===== src/rtl/dsdemod_pkg.sv =====
// Shared constants and OSR-code helpers for the delta-sigma demodulator.
package dsdemod_pkg;

    localparam int CIC_ORDER = 3;
    localparam int ACC_W     = 26;
    localparam int OUT_W     = 16;
    localparam int CNT_W     = 8;

    typedef enum logic [1:0] {
        OSR_32  = 2'd0,
        OSR_64  = 2'd1,
        OSR_128 = 2'd2,
        OSR_256 = 2'd3
    } osr_e;

    typedef logic signed [ACC_W-1:0] acc_t;

    // k = log2(R); codes map to R = 32, 64, 128, 256.
    function automatic int unsigned osr_log2(osr_e code);
        return 32'd5 + 32'(code);
    endfunction

    function automatic logic [CNT_W-1:0] osr_last(osr_e code);
        return CNT_W'((32'd1 << osr_log2(code)) - 32'd1);
    endfunction

    function automatic int unsigned osr_shift(osr_e code);
        return CIC_ORDER * osr_log2(code) - (OUT_W - 1);
    endfunction

endpackage


===== src/rtl/dsdemod_cic.sv =====
// Third-order CIC decimator: integrators, decimation counter, combs, scaling and
// saturation to a 16-bit sample with a one-cycle valid.
module dsdemod_cic
    import dsdemod_pkg::*;
(
    input  logic             clk_i,
    input  logic             rst_n_i,
    input  logic             en_i,
    input  osr_e             osr_i,
    input  logic             ds_i,
    output logic             smp_vld_o,
    output logic [OUT_W-1:0] smp_o
);

    localparam acc_t             SAT_HI   = acc_t'(2 ** (OUT_W - 1) - 1);
    localparam acc_t             SAT_LO   = acc_t'(-(2 ** (OUT_W - 1)));
    localparam logic [OUT_W-1:0] MAX_CODE = {1'b0, {(OUT_W - 1){1'b1}}};
    localparam logic [OUT_W-1:0] MIN_CODE = {1'b1, {(OUT_W - 1){1'b0}}};

    acc_t             int_q [CIC_ORDER];
    acc_t             int_d [CIC_ORDER];
    acc_t             dly_q [CIC_ORDER];
    acc_t             dly_d [CIC_ORDER];
    acc_t             comb_q, comb_d;
    logic [CNT_W-1:0] cnt_q, cnt_d;
    logic             vld_q, vld_d;
    logic             strobe;
    acc_t             x;
    acc_t             carry;
    acc_t             diff;
    acc_t             scaled;

    assign x = ds_i ? acc_t'(1) : acc_t'(-1);

    always_comb begin
        // NOTE: every next-state value gets a default first so no path infers a latch.
        cnt_d  = cnt_q;
        comb_d = comb_q;
        vld_d  = 1'b0;
        carry  = x;
        for (int i = 0; i < CIC_ORDER; i++) begin
            dly_d[i] = dly_q[i];
            int_d[i] = int_q[i] + carry;
            carry    = int_d[i];
        end

        // Decimate the freshly updated last integrator, then run the combs.
        diff   = carry;
        strobe = (cnt_q == osr_last(osr_i));
        if (strobe) begin
            for (int i = 0; i < CIC_ORDER; i++) begin
                dly_d[i] = diff;
                diff     = diff - dly_q[i];
            end
            comb_d = diff;
            vld_d  = 1'b1;
            cnt_d  = '0;
        end else begin
            cnt_d = cnt_q + 1'b1;
        end

        if (!en_i) begin
            for (int i = 0; i < CIC_ORDER; i++) begin
                int_d[i] = '0;
                dly_d[i] = '0;
            end
            comb_d = '0;
            vld_d  = 1'b0;
            cnt_d  = '0;
        end
    end

    always_ff @(posedge clk_i or negedge rst_n_i) begin
        if (!rst_n_i) begin
            // NOTE: filter state is a handful of flops, not a RAM, so it is reset like any register.
            for (int i = 0; i < CIC_ORDER; i++) begin
                int_q[i] <= '0;
                dly_q[i] <= '0;
            end
            comb_q <= '0;
            cnt_q  <= '0;
            vld_q  <= 1'b0;
        end else begin
            // NOTE: sequential state uses non-blocking assignment so all flops update together.
            int_q  <= int_d;
            dly_q  <= dly_d;
            comb_q <= comb_d;
            cnt_q  <= cnt_d;
            vld_q  <= vld_d;
        end
    end

    always_comb begin
        scaled = comb_q >>> osr_shift(osr_i);
        if (scaled > SAT_HI) begin
            smp_o = MAX_CODE;
        end else if (scaled < SAT_LO) begin
            smp_o = MIN_CODE;
        end else begin
            smp_o = scaled[OUT_W-1:0];
        end
    end

    assign smp_vld_o = vld_q;

endmodule


===== src/rtl/audiodac_dsdemod.sv =====
// Delta-sigma demodulator top: OSR latch, optional input synchronizer
// (DSDEMOD_INPUT_SYNC_EN), output sample register, rdy/ack handshake and overrun flag.
module audiodac_dsdemod #(
    parameter int OUT_W = 16
) (
    input  logic             clk_i,
    input  logic             rst_n_i,
    input  logic             en_i,
    input  logic [1:0]       osr_i,
    input  logic             ds_i,
    output logic [OUT_W-1:0] sample_o,
    output logic             sample_rdy_o,
    input  logic             sample_ack_i,
    output logic             overrun_o
);

    import dsdemod_pkg::osr_e;
    import dsdemod_pkg::OSR_32;

    logic             en_prev_q;
    osr_e             osr_q, osr_d;
    logic [OUT_W-1:0] sample_q, sample_d;
    logic             rdy_q, rdy_d;
    logic             ovr_q, ovr_d;

    logic             cic_en;
    logic             cic_ds;
    osr_e             cic_osr;
    logic             cic_vld;
    logic [OUT_W-1:0] cic_smp;

    // The ratio is captured only on the enable rising edge and used in that same cycle.
    assign osr_d = (en_i && !en_prev_q) ? osr_e'(osr_i) : osr_q;

`ifdef DSDEMOD_INPUT_SYNC_EN
    logic [1:0] ds_sync_q;
    logic [1:0] en_sync_q;

    always_ff @(posedge clk_i or negedge rst_n_i) begin
        if (!rst_n_i) begin
            ds_sync_q <= '0;
            en_sync_q <= '0;
        end else begin
            ds_sync_q <= {ds_sync_q[0], ds_i};
            en_sync_q <= {en_sync_q[0], en_i};
        end
    end

    assign cic_ds  = ds_sync_q[1];
    assign cic_en  = en_sync_q[1];
    assign cic_osr = osr_q;
`else
    assign cic_ds  = ds_i;
    assign cic_en  = en_i;
    assign cic_osr = osr_d;
`endif

    dsdemod_cic u_cic (
        .clk_i     (clk_i),
        .rst_n_i   (rst_n_i),
        .en_i      (cic_en),
        .osr_i     (cic_osr),
        .ds_i      (cic_ds),
        .smp_vld_o (cic_vld),
        .smp_o     (cic_smp)
    );

    always_comb begin
        sample_d = sample_q;
        rdy_d    = rdy_q;
        ovr_d    = ovr_q;
        if (rdy_q && sample_ack_i) begin
            rdy_d = 1'b0;
        end
        // A same-cycle ack frees the slot, so the new sample loads instead of overrunning.
        if (cic_vld) begin
            if (!rdy_q || sample_ack_i) begin
                sample_d = cic_smp;
                rdy_d    = 1'b1;
            end else begin
                ovr_d = 1'b1;
            end
        end
    end

    always_ff @(posedge clk_i or negedge rst_n_i) begin
        if (!rst_n_i) begin
            en_prev_q <= 1'b0;
            osr_q     <= OSR_32;
            sample_q  <= '0;
            rdy_q     <= 1'b0;
            ovr_q     <= 1'b0;
        end else begin
            en_prev_q <= en_i;
            osr_q     <= osr_d;
            sample_q  <= sample_d;
            rdy_q     <= rdy_d;
            ovr_q     <= ovr_d;
        end
    end

    assign sample_o     = sample_q;
    assign sample_rdy_o = rdy_q;
    assign overrun_o    = ovr_q;

endmodule


===== config.mk =====
export PLATFORM = sky130hd
export DESIGN_NAME = audiodac_dsdemod
export DESIGN_NICKNAME = d
export VERILOG_FILES = /design/src/rtl/dsdemod_pkg.sv /design/src/rtl/dsdemod_cic.sv /design/src/rtl/audiodac_dsdemod.sv
export SDC_FILE = /design/constraint.sdc
export NUM_CORES = 1
export LEC_CHECK = 0
export ABC_AREA = 1
export CAP_MARGIN = 5
export CORE_ASPECT_RATIO = 1.75
export CORE_MARGIN = 8
export CORE_UTILIZATION = 43
export CTS_CLUSTER_SIZE = 12
export DETAILED_ROUTE_END_ITERATION = 8
export PLACE_DENSITY = 0.64
export SETUP_SLACK_MARGIN = 0.3
export SLEW_MARGIN = 15
export SYNTH_ARGS = -nofsm -noshare
export SYNTH_HDL_FRONTEND = slang
export SYNTH_HIERARCHICAL = 1
export SYNTH_SLANG_ARGS = --single-unit

===== constraint.sdc =====
create_clock -name clk_i -period 13.6 [get_ports clk_i]
set_clock_uncertainty 0.1 [all_clocks]
set_input_delay 2.72 -clock clk_i [delete_from_list [all_inputs] [get_ports clk_i]]
set_output_delay 2.72 -clock clk_i [all_outputs]
set_load 0.005 [all_outputs]

==> results.yml, run 1 <==
logic_synthesis:
  yosysSeqAreaShare_pct: 33.0
  ys_ff_latch: 212
  synthMuxAreaShare_pct: 0.311
  synth_edf_count: 0
  async_reset_ff_share_pct: 100
  synth_top_area_share_pct: 33.0
  yosys.area_share.simple_pct: 18.0
  synth_compound_gate_area_share_pct: 18.8
  synth_ff_type: "dfrtp_1"
  synth_cell_types: 57
  netlist_area_sq_mm: 0.0161
  synth_xor_area_share_pct: 6.91
  yosysWarnings: 6
  postSynthAreaPerCell_sq_um: 7.65
  synth_top_area_cell: "dfrtp_1"
  syn_nets: 2278
  syn_inst: 2104
  synth_fa_ha_area_share_pct: 13.3
  synth_area_leaders: "dfrtp_1, ha_1, nand2_1"
  synth_top_family_by_area: "compound AO/OA/AOI/OAI gates"
routing:
  drtIter0Drc: 599
  dr_wl_met3_microns: 842
  first_pass_iters: 5
  vias: 13545
  ant_nets: 0
  routed_wl_mm: 39.7
  routedWlPerCell_microns: 15.3
  routed.top_layer: "met4"
  vias_per_cell: 5.21
  met1Wirelength_mm: 14.7
  drc: 0
  dr_wl_met2_mm: 22.6
die:
  rows: 94
  ioPinCount: 25
  dieHeight_microns: 272
  core_area_sq_mm: 0.0373
  die_w_microns: 162
  initial_core_util_pct: 43.2
  die-area_sq_mm: 0.0441
grt:
  grtUsageTotal_pct: 18.3
  grt_pass1_vias: 14644
  grt_overflow: 0
  antenna_found_initial: 0
  grt_max_degree: 90
  grt_pass1_wl_mm: 67.4
finish:
  fin_util_pct: 46.9
  nFillCells: 3730
  drive_above_1_share_pct: 6.03
  area_growth_pct: 8.69
  nets: 2283
  n_antenna_cell: 0
  layout_common_cells: "nand2_1, inv_1, dfrtp_1"
  layout_commonest_cell: "nand2_1"
clock_tree:
  clockBufferDepth: 3
  postCtsSetupBuffers: 0
  cts_hold_buf: 0
  insertion_delay_ps: 530
  cts_resized: 0
  htreeDepth: 1
  clkSinkCount: 212
  root_buffer: "clkbuf_16"
  cts_tree: "done"
  numCtsBuffers: 23
  path_clk_slew_ps: 60
sta:
  setup_violations: 0
  period_share_pct: 88.6
  slew_viol_final: 0
  final.min_clock_period_ps: 12050
  relSlewSlack_pct: 37.9
  max_freq_ghz: 0.0830
  grt_setup_unrepaired: "no"
  tns_ps: 0
  worst_slew_pin_slew_ps: 931
  finalHoldViolCount: 0
place:
  hpwl_mm: 30.0
  place_congestion: 0.940
  port_buffers: 24
setup_path:
  cp-start-kind: "input pin"
  worstPathArrival_ps: 12370
  critical_path_class: "in -> reg"
  crit_fanout: 10
  cpPeakStageDelay_ps: 510
  critPathCaptureType: "register"
  crit_path_frequent_cell: "nand2_1"
  cp.required_ps: 13910
  cpMaxStageDelayCell: "fa_1"
worst_hold_path:
  hold_path.class: "reg -> reg"
status:
  status: "completed"
run:
  cap_violations: 0
-- layout make-up --
| type | count | area, sq um | area share, % |
|---|---|---|---|
| clock buffer | 33 | 653 | 3.73 |
| clock inverter | 5 | 78.8 | 0.451 |
| inverter | 347 | 1300 | 7.45 |
| multi-input combinational | 1491 | 9230 | 52.8 |
| sequential | 212 | 5310 | 30.3 |
| tap | 480 | 601 | 3.43 |
| timing repair buffer | 34 | 320 | 1.83 |
-- cell families after synthesis --
| logic type | after synthesis |
|---|---|
| flip-flops | 212 |
| AO/OA/AOI/OAI | 527 |
| AND/OR/NAND/NOR | 665 |
| XOR/XNOR | 127 |
| buffers and inverters | 401 |
| adder cells (fa/ha/maj) | 167 |
| multiplexers | 5 |
-- cell usage after synthesis (3+ instances only) --
master and instances:
nand2_1 383, inv_1 339, dfrtp_1 212, o21ai_0 183
a21oi_1 171, ha_1 161, nor2_1 127, xor2_1 84
nand3_1 65, xnor2_1 43, o22ai_1 36, clkbuf_1 34
o21ai_1 28, nand3_2 23, nor3_1 17, a31oi_1 16
a21o_1 15, o21ai_2 15, o21bai_1 15, nand4_1 14
or2_2 10, buf_2 8, nor4_1 8, o21a_1 7
fa_1 6, nand2_2 6, o221ai_1 6, inv_2 5
mux2i_1 5, o211ai_1 5, o21bai_2 5, a21boi_2 4
buf_1 4, buf_4 4, a211oi_1 3, a21oi_2 3
buf_6 3, clkinv_1 3, nor2_2 3, o31ai_1 3
-- sequential cells by signal, summed over array words and instances, names as in the netlist --
register,count
osr_q,2
sample_rdy_o,1
en_prev_q,1
sample_o,16
u_cic/cnt_q,8
u_cic/comb_q,26
overrun_o,1
u_cic/int_q,78
u_cic/dly_q,78
u_cic/smp_vld_o,1
-- layer usage --
layer	global-route usage (%)	up-vias
met4	8.00	0
li1	-	6933
met2	37.7	177
met1	17.6	6353
met3	1.80	82
met5	0	-
-- per-stage QoR --
stage	hold WS [ps]	setup WS (ps)	cell area [sq um]	cells
2_1_floorplan	333	3230	16100	2104
3_3_place_gp	353	1070	16800	2564
3_5_place_dp	363	1010	16800	2564
4_1_cts	378	1510	17500	2602
5_1_grt	387	747	17500	2602
6_report	375	1550	17500	2602
-- worst paths after layout --
kind	from	to	slack, ps	cells past startpoint
worst min-delay path	sample_o[12]$_DFFE_PN0P_	sample_o[12]$_DFFE_PN0P_	370	2
worst max-delay path	ds_i	u_cic/comb_q[24]$_DFFE_PN0P_	1550	46
max in group asynchronous	rst_n_i	u_cic/dly_q[15]$_DFFE_PN0P_	9190	3
worst min register to register	sample_o[12]$_DFFE_PN0P_	sample_o[12]$_DFFE_PN0P_	370	2
worst max register to register	u_cic/int_q[52]$_DFF_PN0_	u_cic/comb_q[24]$_DFFE_PN0P_	4140	44
min in group asynchronous	rst_n_i	u_cic/dly_q[24]$_DFFE_PN0P_	2090	1
-- critical path, delay by kind of cell --
| family | cells | cell delay (ps) |
|---|---|---|
| AOI/OAI and AO/OA | 16 | 3000 |
| xor gates and xnor gates | 5 | 950 |
| adders and majority gates | 6 | 2340 |
| buffers and inverters | 6 | 1060 |
| and+or+nand+nor | 13 | 2240 |
Power of run 1 is not shown: default switching activity piles up to over one toggle a cycle in this logic, so the estimate is an artifact.
==> run 2: changes to the inputs <==
--- a/config.mk
+++ b/config.mk
@@ -6,12 +6,13 @@
 export NUM_CORES = 1
 export LEC_CHECK = 0
 export ABC_AREA = 1
-export CAP_MARGIN = 5
+export CAP_MARGIN = 0
 export CORE_ASPECT_RATIO = 1.75
 export CORE_MARGIN = 8
 export CORE_UTILIZATION = 43
 export CTS_CLUSTER_SIZE = 12
 export DETAILED_ROUTE_END_ITERATION = 8
+export GPL_ROUTABILITY_DRIVEN = 0
 export PLACE_DENSITY = 0.64
 export SETUP_SLACK_MARGIN = 0.3
 export SLEW_MARGIN = 15
==> constraint.sdc (replaced) <==
create_clock -name clk_i -period 15.05 [get_ports clk_i]
set_clock_uncertainty 0.1 [all_clocks]
set_input_delay 3.01 -clock clk_i [delete_from_list [all_inputs] [get_ports clk_i]]
set_output_delay 3.01 -clock clk_i [all_outputs]
set_load 0.005 [all_outputs]
==> run 2 against run 1 <==
  * Worst setup slack improved by 1700 ps
  * Global-route usage is 0.17 points lower
  * Cell area is 0.14% higher
  * Sequential cell count is the same
  * Non-clock buffer count did not move
  * Clock-buffer cell count did not move
  * Die area did not move
  * First-iteration DRC count down 6.2%
  * Critical endpoint unchanged
==> results.yml, run 2 (synthesis results as in run 1) <==
sta:
  slew_viol_final: 0
  period_share_pct: 78.6
  tns_ps: 0
  grt_setup_unrepaired: "no"
  worst_slew_pin_slew_ps: 902
  max_freq_ghz: 0.0846
  finalHoldViolCount: 0
  relSlewSlack_pct: 39.9
  setup_violations: 0
  final.min_clock_period_ps: 11820
routing:
  drc: 0
  first_pass_iters: 5
  routedWlPerCell_microns: 15.2
  ant_nets: 0
  vias_per_cell: 5.26
  drtIter0Drc: 562
  routed_wl_mm: 39.5
  vias: 13689
grt:
  grt_pass1_vias: 14545
  grt_max_degree: 108
  antenna_found_initial: 0
  grt_pass1_wl_mm: 67.3
  grtUsageTotal_pct: 18.2
  grt_overflow: 0
place:
  hpwl_mm: 29.4
  port_buffers: 24
finish:
  n_antenna_cell: 0
  reg_top3: "u_cic/dly_q x78, u_cic/int_q x78, u_cic/comb_q x26"
  nFillCells: 3664
  nets: 2283
  drive_above_1_share_pct: 6.13
  layout_commonest_cell: "nand2_1"
  ff_latch_area_sq_mm: 0.00531
  multi_input_area_sq_mm: 0.00923
  layout_common_cells: "nand2_1, inv_1, dfrtp_1"
  fin_util_pct: 47.0
  area_growth_pct: 8.84
clock_tree:
  clkSinkCount: 212
  insertion_delay_ps: 530
  numCtsBuffers: 23
  htreeDepth: 1
  root_buffer: "clkbuf_16"
  cts_hold_buf: 0
  path_clk_slew_ps: 60
  clockBufferDepth: 3
  cts_tree: "done"
  cts_resized: 0
  postCtsSetupBuffers: 0
setup_path:
  worstPathArrival_ps: 12140
  crit_path_frequent_cell: "nand2_1"
  cpMaxStageDelayCell: "clkdlybuf4s50_1"
  critical_path_class: "in -> reg"
  cp.required_ps: 15360
  crit_fanout: 25
  critPathCaptureType: "register"
  cp-start-kind: "input pin"
  cpPeakStageDelay_ps: 490
die:
  core_area_sq_mm: 0.0373
  die-area_sq_mm: 0.0441
  initial_core_util_pct: 43.2
  rows: 94
  ioPinCount: 25
  die_w_microns: 162
  dieHeight_microns: 272
run:
  cap_violations: 0
worst_hold_path:
  hold_path.class: "reg -> reg"
status:
  status: "completed"
run 2: cell count changes in the layout (fill, tap and decap cells not counted), sizes merged:
cell / change
clkinv: -1
run 2: cell type report:
| type | count | area share (%) |
|---|---|---|
| repair buffers | 34 | 1.83 |
| flip-flops and latches | 212 | 30.3 |
| clock inverters | 4 | 0.422 |
| well taps | 480 | 3.43 |
| multi-input cells | 1491 | 52.7 |
| clock buffers | 33 | 3.90 |
| inverters | 347 | 7.44 |
run 2: path summary, 6_finish.rpt:
kind                                           start                      endpoint  slack [ps]  cells past startpoint
hold reg to reg             u_cic/cnt_q[0]$_DFF_PN0_      u_cic/cnt_q[0]$_DFF_PN0_         370                      1
setup reg to reg           u_cic/int_q[52]$_DFF_PN0_  u_cic/comb_q[24]$_DFFE_PN0P_        6160                     45
min in group asynchronous                    rst_n_i   u_cic/dly_q[20]$_DFFE_PN0P_        2420                      1
setup / recovery                                ds_i  u_cic/comb_q[24]$_DFFE_PN0P_        3230                     47
max in group asynchronous                    rst_n_i   u_cic/dly_q[33]$_DFFE_PN0P_       11080                      2
hold / removal              u_cic/cnt_q[0]$_DFF_PN0_      u_cic/cnt_q[0]$_DFF_PN0_         370                      1
run 2: through the flow:
stage | worst slack [ps] | instances | cell area [sq um] | hold WS (ps)
final | 3230 | 2601 | 17500 | 372
after global routing | 2460 | 2601 | 17500 | 395
after CTS | 3290 | 2601 | 17500 | 375
after detailed placement | 2780 | 2564 | 16800 | 362
after global placement | 2920 | 2564 | 16800 | 358
after floorplan | 4390 | 2104 | 16100 | 333
run 2: layer usage:
| metal | GRT usage [%] | part of all wire [%] | vias up |
|---|---|---|---|
| met5 | 0 | 0 | - |
| met4 | 7.68 | 3.7 | 0 |
| met3 | 1.63 | 2.5 | 84 |
| met2 | 37.2 | 57 | 214 |
| met1 | 17.7 | 37 | 6457 |
| li1 | - | - | 6934 |
run 2: worst max-delay path: cells and delay by family:
| family | cells | cell delay, ps |
|---|---|---|
| compound gates | 17 | 3290 |
| buf+inv | 6 | 1000 |
| simple gates | 13 | 1600 |
| xor+xnor | 5 | 1080 |
| fa+ha+maj | 6 | 2100 |
Power of run 2 is left out for the same reason.
==> run 3: changes to the inputs <==
--- a/config.mk
+++ b/config.mk
@@ -13,7 +13,7 @@
 export CTS_CLUSTER_SIZE = 12
 export DETAILED_ROUTE_END_ITERATION = 8
 export GPL_ROUTABILITY_DRIVEN = 0
-export PLACE_DENSITY = 0.64
+export PLACE_DENSITY = 0.67
 export SETUP_SLACK_MARGIN = 0.3
 export SLEW_MARGIN = 15
 export SYNTH_ARGS = -nofsm -noshare
==> constraint.sdc (replaced) <==
create_clock -name clk_i -period 10.45 [get_ports clk_i]
set_clock_uncertainty 0.1 [all_clocks]
set_input_delay 2.09 -clock clk_i [delete_from_list [all_inputs] [get_ports clk_i]]
set_output_delay 2.09 -clock clk_i [all_outputs]
set_load 0.005 [all_outputs]
==> run 3 against run 2 <==
  * Critical path depth shrank 2
  * Via count rose by 7.9%
  * Sequential share of layout area decreased by 3.3 points
  * Hold slack better by 1.8 ps
  * Final cell count rose by 9.0%
  * Global-route usage up 0.67 points
  * Cell area increased by 12%
  * Worst setup slack got worse by 2500 ps
  * Clock-buffer cell count increased by 2
==> results.yml, run 3 (synthesis results as in run 1) <==
finish:
  layout_common_cells: "nand2_1, inv_1, buf_4"
  ff_latch_area_sq_mm: 0.00531
  fin_util_pct: 52.7
  nets: 2515
  reg_top3: "u_cic/dly_q x78, u_cic/int_q x78, u_cic/comb_q x26"
  area_growth_pct: 22.2
  nFillCells: 3341
  multi_input_area_sq_mm: 0.00968
  n_antenna_cell: 0
  layout_commonest_cell: "nand2_1"
  drive_above_1_share_pct: 18.7
  final_cells: 2835
routing:
  routed_wl_mm: 41.8
  drtIter0Drc: 750
  ant_nets: 0
  vias_per_cell: 5.21
  first_pass_iters: 5
  drc: 0
  routedWlPerCell_microns: 14.7
  vias: 14764
die:
  core_area_sq_mm: 0.0373
  dieHeight_microns: 272
  die_w_microns: 162
  initial_core_util_pct: 43.2
  ioPinCount: 25
  die-area_sq_mm: 0.0441
  rows: 94
clock_tree:
  cts_tree: "done"
  clockBufferDepth: 3
  htreeDepth: 1
  root_buffer: "clkbuf_16"
  numCtsBuffers: 23
  clkSinkCount: 212
  insertion_delay_ps: 530
  path_clk_slew_ps: 60
  cts_hold_buf: 0
setup_path:
  worstPathArrival_ps: 9980
  critPathCaptureType: "register"
  r2r_cells: 44
  cp-start-kind: "input pin"
  cp-startpoint: "ds_i"
  cpPeakStageDelay_ps: 340
  critical_path_class: "in -> reg"
  r2r-start: "u_cic/int_q[52]$_DFF_PN0_"
  crit_fanout: 7
  cp.required_ps: 10710
  crit_path_frequent_cell: "ha_1"
  cpMaxStageDelayCell: "ha_1"
sta:
  relSlewSlack_pct: 30.3
  finalHoldViolCount: 0
  setup_ws_ps: 733
  period_share_pct: 93.0
  slew_viol_final: 0
  grt_setup_unrepaired: "yes"
  worst_slew_pin_slew_ps: 1050
  tns_ps: 0
  setup_violations: 0
  final.min_clock_period_ps: 9720
  max_freq_ghz: 0.103
grt:
  grt_max_degree: 74
  grt_pass1_wl_mm: 70.4
  antenna_found_initial: 0
  grt_pass1_vias: 15660
  grtUsageTotal_pct: 18.8
  use_met3_pct: 1.63
  grtUsageMet1_pct: 18.3
  use_met2_pct: 38.2
  grt_overflow: 0
  grt-busiest-layer: "met2"
place:
  hpwl_mm: 31.0
  dp_cells: 2778
  post-place-ws_ps: -453
  port_buffers: 24
worst_hold_path:
  worstHoldStart: "u_cic/cnt_q[0]$_DFF_PN0_"
  hold_path.class: "reg -> reg"
  holdPathStages: 1
status:
  status: "completed"
run:
  cap_violations: 0
## run 3: timing repair
item | in CTS | in global routing
setup buffers | 3 | 15
pin swaps | 6 | 38
gates resized for setup | 27 | 69
setup endpoints to repair | 4 | 12
## run 3: critical path: cells and delay by family
kind,cells,cell delay (ps)
AO/OA/AOI/OAI,23,3550
adder cells (fa/ha/maj),6,1960
buffers and inverters,7,1030
XOR/XNOR,5,790
AND/OR/NAND/NOR,4,560
## run 3: final timing paths
path                                                end  slack, ps
setup / recovery           u_cic/comb_q[23]$_DFFE_PN0P_        730
hold / removal                 u_cic/cnt_q[0]$_DFF_PN0_        370
setup reg to reg           u_cic/comb_q[23]$_DFFE_PN0P_       2330
hold reg to reg                u_cic/cnt_q[0]$_DFF_PN0_        370
max in group asynchronous     u_cic/int_q[27]$_DFF_PN0_       7390
min in group asynchronous   u_cic/dly_q[46]$_DFFE_PN0P_       1440
## run 3: routing by layer
layer / up-vias / share of wire [%]
met5: - / 0
met4: 0 / 4.8
met3: 137 / 2.3
met2: 261 / 56
met1: 6984 / 37
li1: 7382 / -
## run 3: final cells by class
class / count / area share, %
Clock buffer: 35 / 3.51
Clock inverter: 4 / 0.121
Inverter: 347 / 6.64
Multi-Input combinational cell: 1491 / 49.2
Sequential cell: 212 / 27.0
Tap cell: 480 / 3.05
Timing Repair Buffer: 266 / 10.5
## run 3: through the flow
| stage | hold WS, ps | cell area (sq um) |
|---|---|---|
| 2_1_floorplan | 333 | 16100 |
| 3_3_place_gp | 355 | 18400 |
| 6_report | 373 | 19700 |
| 4_1_cts | 369 | 19200 |
| 3_5_place_dp | 358 | 18400 |
| 5_1_grt | 401 | 19700 |
Power of run 3 is left out for the same reason.
